## config.mk

```make
export PLATFORM = sky130hd
export DESIGN_NAME = demux_1_2_sched
export DESIGN_NICKNAME = d
export VERILOG_FILES = /design/src/rtl/demux_1_2_sched.sv
export SDC_FILE = /design/constraint.sdc
export NUM_CORES = 1
export LEC_CHECK = 0
export ABC_AREA = 1
export CORE_ASPECT_RATIO = 1.25
export CORE_UTILIZATION = 40
export DETAILED_ROUTE_END_ITERATION = 6
export GPL_TIMING_DRIVEN = 0
export PLACE_DENSITY_LB_ADDON = 0.25
export SLEW_MARGIN = 25
export SYNTH_ARGS = -nofsm -noshare
export SYNTH_HDL_FRONTEND = slang
export SYNTH_SLANG_ARGS = --single-unit
export TNS_END_PERCENT = 50
```

## constraint.sdc

```tcl
create_clock -name clk -period 2.3 [get_ports clk]
set_input_delay 0.46 -clock clk [delete_from_list [all_inputs] [get_ports clk]]
set_output_delay 0.46 -clock clk [all_outputs]
set_load 0.005 [all_outputs]
```

## src/rtl/demux_1_2_sched.sv

```systemverilog
// Packet-aware 1-to-2 stream dispatcher with one registered stage per output channel.
// Optional round-robin routing is compiled in with `define DEMUX_RR_EN.
module demux_1_2_sched #(
    parameter int DATA_W = 8
) (
    input  logic              clk,
    input  logic              rst_n,
    input  logic              in_valid,
    output logic              in_ready,
    input  logic [DATA_W-1:0] in_data,
    input  logic              in_last,
    input  logic              in_dest,
    input  logic              rr_mode,
    output logic              out0_valid,
    input  logic              out0_ready,
    output logic [DATA_W-1:0] out0_data,
    output logic              out0_last,
    output logic              out1_valid,
    input  logic              out1_ready,
    output logic [DATA_W-1:0] out1_data,
    output logic              out1_last,
    output logic              sel,
    output logic              busy,
    output logic [7:0]        pkt_cnt0,
    output logic [7:0]        pkt_cnt1
);

    typedef enum logic {IDLE, PKT} state_t;

    state_t state_q, state_d;
    logic   sel_q;
    logic   choice;
    logic   ch;
    logic   accept;
    logic   done;

`ifdef DEMUX_RR_EN
    logic rr_ptr_q;
    assign choice = rr_mode ? rr_ptr_q : in_dest;
`else
    logic unused_rr_mode;
    assign unused_rr_mode = rr_mode;
    assign choice         = in_dest;
`endif

    // The channel is only chosen on a first beat; inside a packet it stays locked.
    assign ch       = (state_q == IDLE) ? choice : sel_q;
    assign in_ready = ch ? (~out1_valid | out1_ready) : (~out0_valid | out0_ready);
    assign accept   = in_valid & in_ready;
    assign done     = accept & in_last;
    assign sel      = sel_q;
    assign busy     = (state_q == PKT);

    // NOTE: every variable written in always_comb gets a default first, so no latch is inferred.
    always_comb begin
        state_d = state_q;
        case (state_q)
            IDLE:    if (accept && !in_last) state_d = PKT;
            PKT:     if (done)               state_d = IDLE;
            default: state_d = IDLE;
        endcase
    end

    // NOTE: sequential state uses non-blocking assignments so all registers update together.
    always_ff @(posedge clk or negedge rst_n) begin
        if (!rst_n) begin
            state_q  <= IDLE;
            sel_q    <= 1'b0;
            pkt_cnt0 <= '0;
            pkt_cnt1 <= '0;
        end else begin
            state_q <= state_d;
            sel_q   <= ch;
            if (done) begin
                if (ch) pkt_cnt1 <= pkt_cnt1 + 8'd1;
                else    pkt_cnt0 <= pkt_cnt0 + 8'd1;
            end
        end
    end

`ifdef DEMUX_RR_EN
    always_ff @(posedge clk or negedge rst_n) begin
        if (!rst_n)                rr_ptr_q <= 1'b0;
        else if (done && rr_mode)  rr_ptr_q <= ~rr_ptr_q;
    end
`endif

    // Load wins over drain, so a simultaneous load and drain keeps valid with the new beat.
    always_ff @(posedge clk or negedge rst_n) begin
        if (!rst_n) begin
            out0_valid <= 1'b0;
            out0_data  <= '0;
            out0_last  <= 1'b0;
        end else if (accept && !ch) begin
            out0_valid <= 1'b1;
            out0_data  <= in_data;
            out0_last  <= in_last;
        end else if (out0_ready) begin
            out0_valid <= 1'b0;
        end
    end

    always_ff @(posedge clk or negedge rst_n) begin
        if (!rst_n) begin
            out1_valid <= 1'b0;
            out1_data  <= '0;
            out1_last  <= 1'b0;
        end else if (accept && ch) begin
            out1_valid <= 1'b1;
            out1_data  <= in_data;
            out1_last  <= in_last;
        end else if (out1_ready) begin
            out1_valid <= 1'b0;
        end
    end

endmodule

```

Word level (Yosys, flattened, before mapping)
Index checks and enable logic that the tools add are counted.
W data, S select, Z words.
- register bits: 38
- bits of input ports: 16
- logic and storage cells: 38
- add/sub/neg operators: 2
- mux-type cells: 9
- bitwise operators: 8
- reduce and logical (&&, ||, !) cells: 9
- operator list (cell ; count):
    $add A8 B1 Y8 const B ; 2
    $mux W1 ; 8
    $not A1 Y1 ; 4
    $reduce_and A2 Y1 ; 2
    $reduce_bool A2 Y1 ; 2
    $logic_and A1 B1 Y1 ; 3
    $and A1 B1 Y1 ; 2
    $logic_not A1 Y1 ; 2
    $or A1 B1 Y1 ; 2
    $pmux W1 S2 ; 1

Logic depth before layout (Yosys ltp)
Gate-level depths: netlist (run 1).
- depth in word-level cells: 7
- mapped depth: 7

Least setup slack after synthesis (run 1)
OpenSTA, ideal clock, no wires.
- path kind: register -> output
- start point: register (tool-made name)
- end point: output port in_ready
- arrival: 800 ps
- setup slack: 1040 ps
- stages on the path, launching flop included: 6
- path buffers: 0
- path through: dfrtp_1 inv_1 nand2_1 nand2_4 nand2_1 nand2_1
- RTL lines (item ; RTL line ; source):
    end: declaration ; 9 ; output logic in_ready,

Worst setup path in the final report (run 1)
- start point: input port in_dest
- end point: output port in_ready
- longest elaborated chain between the ends: 2
- ends and longest elaborated chain (item ; RTL line ; source):
    start: declaration ; 12 ; input logic in_dest,
    $mux W1 ; 47 ; assign ch = (state_q == IDLE) ? choice : sel_q;
    named net ch ; 33 ; logic ch;
    $mux W1 ; 48 ; assign in_ready = ch ? (~out1_valid | out1_ready) : (~out0_valid | out0_ready);
The timed path passes the listed nets, and every way through them passes these cells.

==> impl_metrics.json, run 1 <==
{
  "outcome": "completed",
  "crit_fanout": 5,
  "antenna_found_initial": 0,
  "max_stage_delay_ps": 500,
  "synthArstFlopShare_pct": 100.0,
  "remaining_drc_errors": 0,
  "antenna_left": 0,
  "layout_setup_ws_ps": 57.98,
  "path_common_cell": "nand2_1",
  "hold-worst-slack_ps": 96.50,
  "cts_root_buf": "clkbuf_8",
  "first_pass_iters": 4,
  "core-area_mm2": 0.004425,
  "dr.first_iter.drc_count": 61,
  "hold_viol_final": 0,
  "wl_mm": 3.981,
  "grt_max_degree": 24,
  "final_area_mm2": 0.002591,
  "min_period_over_period_pct": 97.48,
  "fin_setup_tns_ps": 0,
  "multi_input_area_um2": 792.0,
  "num_vias": 1583,
  "fin_nets": 301,
  "dpl_worst_slack_ps": 5.458,
  "leakagePower_nw": 1.258,
  "synth_top_area_cell": "dfrtp_1",
  "gp_congestion": 0.7613,
  "rsz0062_at_grt": "no",
  "synth_simple_gate_area_share_pct": 31.60,
  "hold_class": "input pin to asynchronous set/reset pin",
  "htreeDepth": 2,
  "powerDensity_mw_per_mm2": 1003,
  "ys_warn_count": 0,
  "clock_path_buffers": 2,
  "wl_per_cell_um": 11.64,
  "synth_nets": 240,
  "synth_area_mm2": 0.001857,
  "finalSetupViolCount": 0,
  "synth_edf_count": 0,
  "slew_headroom_pct": 71.33,
  "first_global_vias": 1558,
  "netlist.area_leader.share_pct": 51.21,
  "fillCellCount": 414,
  "boundaryPins": 55,
  "ctsHoldBuffers": 0,
  "dp_hpwl_mm": 2.893,
  "yosysMostFrequentCell": "nand2_1",
  "path_clk_slew_ps": 80,
  "grt-ovfl-total": 0,
  "cp.arrival_ps": 1780,
  "synth_xor_area_share_pct": 2.830,
  "ir_drop_v": 0.0006007,
  "num_antenna_cells": 0,
  "synth_top_family_by_area": "simple AND/OR/NAND/NOR gates",
  "start_util_pct": 41.96,
  "die_area_mm2": 0.004920,
  "critPathSlowestCell": "clkdlybuf4s50_1",
  "cts_buffers": 5,
  "postSynthCellCount": 222,
  "synth_flop_cell": "dfrtp_1",
  "crit_path_end_kind": "output port",
  "insertion_delay_ps": 290,
  "layout-drive-gt1-share_pct": 11.27,
  "die_y_um": 78.18,
  "max_freq_mhz": 446.0,
  "synth-seq-cells": 38,
  "path_cells": "clkdlybuf4s50_1, nand2_1, nand2_4, nand2_1, nand2_1, clkdlybuf4s50_1",
  "area_growth_syn_to_layout_pct": 39.56,
  "synth_area_per_cell_um2": 8.364,
  "synthTopCellsByCount": "101 x nand2_1, 38 x dfrtp_1, 23 x inv_1, 11 x nand3_1, 10 x o21ai_0",
  "synthTopCellsByArea": "dfrtp_1 51%, nand2_1 20%, inv_1 4.6%",
  "place_area_mm2": 0.002472,
  "path_class": "input pin to output port",
  "muxShareOfSynthArea_pct": 0,
  "rows": 27,
  "final_util_pct": 58.55,
  "ys_seq_area_share_pct": 51.21,
  "yosysUniqueCellTypes": 21,
  "grtUsageTotal_pct": 18.54,
  "cts_tree": "yes",
  "die_x_um": 62.94,
  "grt_pass1_wl_mm": 7.107,
  "synth_compound_area_share_pct": 6.739,
  "worst_pin_slew_ps": 430.1,
  "drv_slew": 0,
  "required_ps": 1840,
  "clkSinkCount": 38,
  "period_minus_slack_ps": 2242,
  "yosys.area_share.adder_pct": 1.348,
  "seq_area_um2": 950.9,
  "startpoint_type": "input pin",
  "io_buffers": 52,
  "vias_per_cell": 4.629,
  "max_cap_violations": 0,
  "clock_skew_ps": 8.952
}
[cells in the final DEF (no fill, tap or decap), drive strengths merged, types with 4 or more instances in the layout]
cell type      instances
nand2                103
clkdlybuf4s50         51
dfrtp                 38
inv                   23
o21ai                 19
nand3                 14
nor2                  11
buf                    6
clkbuf                 5
xnor2                  4
[where the power goes]
group          switching (W)  total [W]  internal [W]
clock               0.000231   0.000550      0.000319
sequential          0.000195    0.00108      0.000884
combinational       0.000393   0.000970      0.000578
[kinds of logic (layout without fill, tap and decap cells)]
family	count (synthesis)	in the layout
compound gates	19	19
flops	38	38
xor+xnor	6	6
fa+ha+maj	2	2
buf+inv	26	88
simple gates	131	131
[critical path, delay by kind of cell]
family        cells  cell delay [ps]
buf+inv           2              970
simple gates      4              340
[stage by stage]
step | total power, W | cells
4_1_cts | 0.002626 | 341
3_3_place_gp | 0.002038 | 332
6_report | 0.002600 | 342
5_1_grt | 0.002783 | 342
2_1_floorplan | 0.001467 | 222
3_5_place_dp | 0.002063 | 333
[metal layers]
layer | GRT usage (%) | share of wire [%] | vias to the layer above
met5 | 0 | 0 | -
met4 | 6.279 | 1.5 | 0
met3 | 4.797 | 4.4 | 5
met2 | 32.15 | 51 | 41
met1 | 22.03 | 44 | 730
li1 | - | - | 807
[flip-flops by register name (all words and copies together) (netlist names), named ones only]
register,count
out1_last,1
pkt_cnt0,8
sel,1
out1_valid,1
out0_valid,1
pkt_cnt1,8
out0_last,1
out0_data,8
out1_data,8
[layout make-up]
| class | count | area share (%) |
|---|---|---|
| flip-flops and latches | 38 | 36.70 |
| multi-input cells | 158 | 30.56 |
| repair buffers | 54 | 21.25 |
| inverters | 23 | 3.332 |
| well taps | 58 | 2.801 |
| clock buffers | 5 | 2.656 |
| clock inverters | 3 | 1.545 |
| plain buffers | 3 | 1.159 |
[timing repair]
action,in CTS,in global routing
resized for setup,1,0
gates cloned,0,0
setup buffers,0,1
setup endpoints to repair,1,1
pin swaps,0,1
[worst paths after layout]
check | startpoint | endpoint | slack [ps] | depth (start not counted)
hold reg to reg | out1_last | out1_last | 480 | 2
setup reg to reg | register | pkt_cnt0[2] | 930 | 8
max in group asynchronous | rst_n | out0_data[3] | 1740 | 2
hold / removal | rst_n | pkt_cnt0[7] | 100 | 1
setup / recovery | in_dest | in_ready | 60 | 6
min in group clk | out1_last | out1_last | 480 | 2
(Power assumes the default switching activity.)
==> run 2: changes to the inputs <==
CTS_BUF_LIST = sky130_fd_sc_hd__clkbuf_16   (was not set)
clock period = 2.8 ns   (was 2.3 ns; I/O delays follow)
==> run 2 against run 1 <==
Final cell count decreased by 0.29%. Global-route usage about the same. Routed wire length about the same. First-iteration DRC count increased by 9.8%. Register-to-register slack improved by 570 ps. Non-clock buffer count decreased by 1. Total power decreased by 12%. Via count decreased by 0.76%. Final area increased by 1.8%. Critical path depth unchanged. Largest cell class unchanged. Largest power group unchanged.
==> impl_metrics.json, run 2 (synthesized netlist as in run 1, its figures left out) <==
{
  "leakagePower_nw": 1.278,
  "grt_pass1_wl_mm": 7.189,
  "outcome": "completed",
  "crit_fanout": 5,
  "postCtsSetupRepairBufs": 0,
  "wl_mm": 3.978,
  "insertion_delay_ps": 270,
  "dr.first_iter.drc_count": 67,
  "drv_slew": 0,
  "cts_root_buf": "clkbuf_16",
  "htreeDepth": 2,
  "num_antenna_cells": 0,
  "total_power_w": 0.002301,
  "ir_drop_v": 0.0004852,
  "pwr-share-comb_pct": 34.4,
  "grt-ovfl-total": 0,
  "min_period_over_period_pct": 89.45,
  "die_y_um": 78.18,
  "start_util_pct": 41.96,
  "fin_setup_tns_ps": 0,
  "crit_path_end_kind": "output port",
  "max_cap_violations": 0,
  "worst_pin_slew_ps": 429.4,
  "first_global_vias": 1571,
  "io_buffers": 52,
  "layout_common_cells": "101 x nand2_1, 51 x clkdlybuf4s50_1, 38 x dfrtp_1",
  "startpoint_type": "input pin",
  "boundaryPins": 55,
  "clock_path_buffers": 2,
  "cts_tree": "yes",
  "grtUsageTotal_pct": 18.57,
  "ctsHoldBuffers": 0,
  "core-area_mm2": 0.004425,
  "path_class": "input pin to output port",
  "reg2reg_depth": 7,
  "antenna_left": 0,
  "rsz0062_at_grt": "no",
  "remaining_drc_errors": 0,
  "hold_class": "input pin to asynchronous set/reset pin",
  "layout-drive-gt1-share_pct": 10.60,
  "first_pass_iters": 4,
  "max_freq_mhz": 399.3,
  "cts_resized": 0,
  "pwr-share-seq_pct": 38.6,
  "rows": 27,
  "period_minus_slack_ps": 2504,
  "clkSinkCount": 38,
  "final_area_mm2": 0.002638,
  "required_ps": 2240,
  "area_growth_syn_to_layout_pct": 42.05,
  "reg2reg_to": "out1_last",
  "wl_per_cell_um": 11.67,
  "layout_commonest_cell": "nand2_1",
  "fillCellCount": 403,
  "antenna_found_initial": 0,
  "cts_buffers": 5,
  "place_area_mm2": 0.002472,
  "internal_power_w": 0.001613,
  "path_clk_slew_ps": 60,
  "gp_congestion": 0.7613,
  "die_area_mm2": 0.004920,
  "powerDensity_mw_per_mm2": 872.3,
  "clockPowerShare_pct": 27.0,
  "dp_hpwl_mm": 2.893,
  "die_x_um": 62.94,
  "fin_nets": 300,
  "hold_viol_final": 0,
  "clock_skew_ps": 2.605,
  "rrSetupSlack_ps": 1500,
  "grt_max_degree": 24,
  "cp.arrival_ps": 1940,
  "swShare_pct": 29.89,
  "num_vias": 1571,
  "finalSetupViolCount": 0,
  "slew_headroom_pct": 71.38,
  "vias_per_cell": 4.607,
  "p_sw_w": 0.0006876
}
==> run 2: worst max-delay path, stage by stage <==
cell             delay (ps)
clkdlybuf4s50_1         460
inv_1                    40
nand2_1                 200
nand2_1                  80
nand2_1                 100
clkdlybuf4s50_1         500
==> run 2: how the worst max path moves through the flow <==
stage	from	endpoint	slack, ps	cells after the start
2_1_floorplan	out1_ready	in_ready	1340	4
3_3_place_gp	rst_n	pkt_cnt1[3]	220	1
3_5_place_dp	out1_ready	in_ready	310	6
4_1_cts	out1_ready	in_ready	290	6
5_1_grt	out1_ready	in_ready	230	6
6_report	out1_ready	in_ready	300	6
==> run 2: final cells by class <==
class / count / area, um^2 / area share (%)
plain buffers: 3 / 30.03 / 1.139
clock buffers: 5 / 125.1 / 4.744
clock inverters: 3 / 40.04 / 1.518
inverters: 23 / 86.33 / 3.273
multi-input cells: 158 / 789.5 / 29.93
flip-flops and latches: 38 / 950.9 / 36.05
well taps: 58 / 72.57 / 2.751
repair buffers: 53 / 543.0 / 20.59
==> run 2: layer usage <==
metal / GRT usage (%) / routed length (um) / vias up
li1: - / - / 805
met1: 22.41 / 1748 / 721
met2: 32.47 / 2011 / 43
met3: 3.924 / 189 / 2
met4: 6.279 / 29 / 0
met5: 0 / 0 / -
==> run 2: through the flow <==
| step | hold slack (ps) | std cells | setup WS, ps | utilization (%) |
|---|---|---|---|---|
| final | 217.9 | 341 | 295.5 | 59.60 |
| after global routing | 229.1 | 341 | 229.9 | 59.60 |
| after CTS | 221.5 | 341 | 294.0 | 59.60 |
| after detailed placement | 461.5 | 333 | 305.5 | 55.87 |
| after global placement | 466.2 | 332 | 218.4 | 55.36 |
| after floorplan | 264.4 | 222 | 1343 | - |
==> run 2: power by group through the flow <==
stage          clock network [W]  logic, W  registers [W]
2_1_floorplan                  0  0.000324       0.000881
3_3_place_gp                   0  0.000783       0.000891
3_5_place_dp                   0  0.000801       0.000893
4_1_cts                 0.000638  0.000806       0.000885
5_1_grt                 0.000662  0.000873       0.000916
6_report                0.000621  0.000791       0.000888
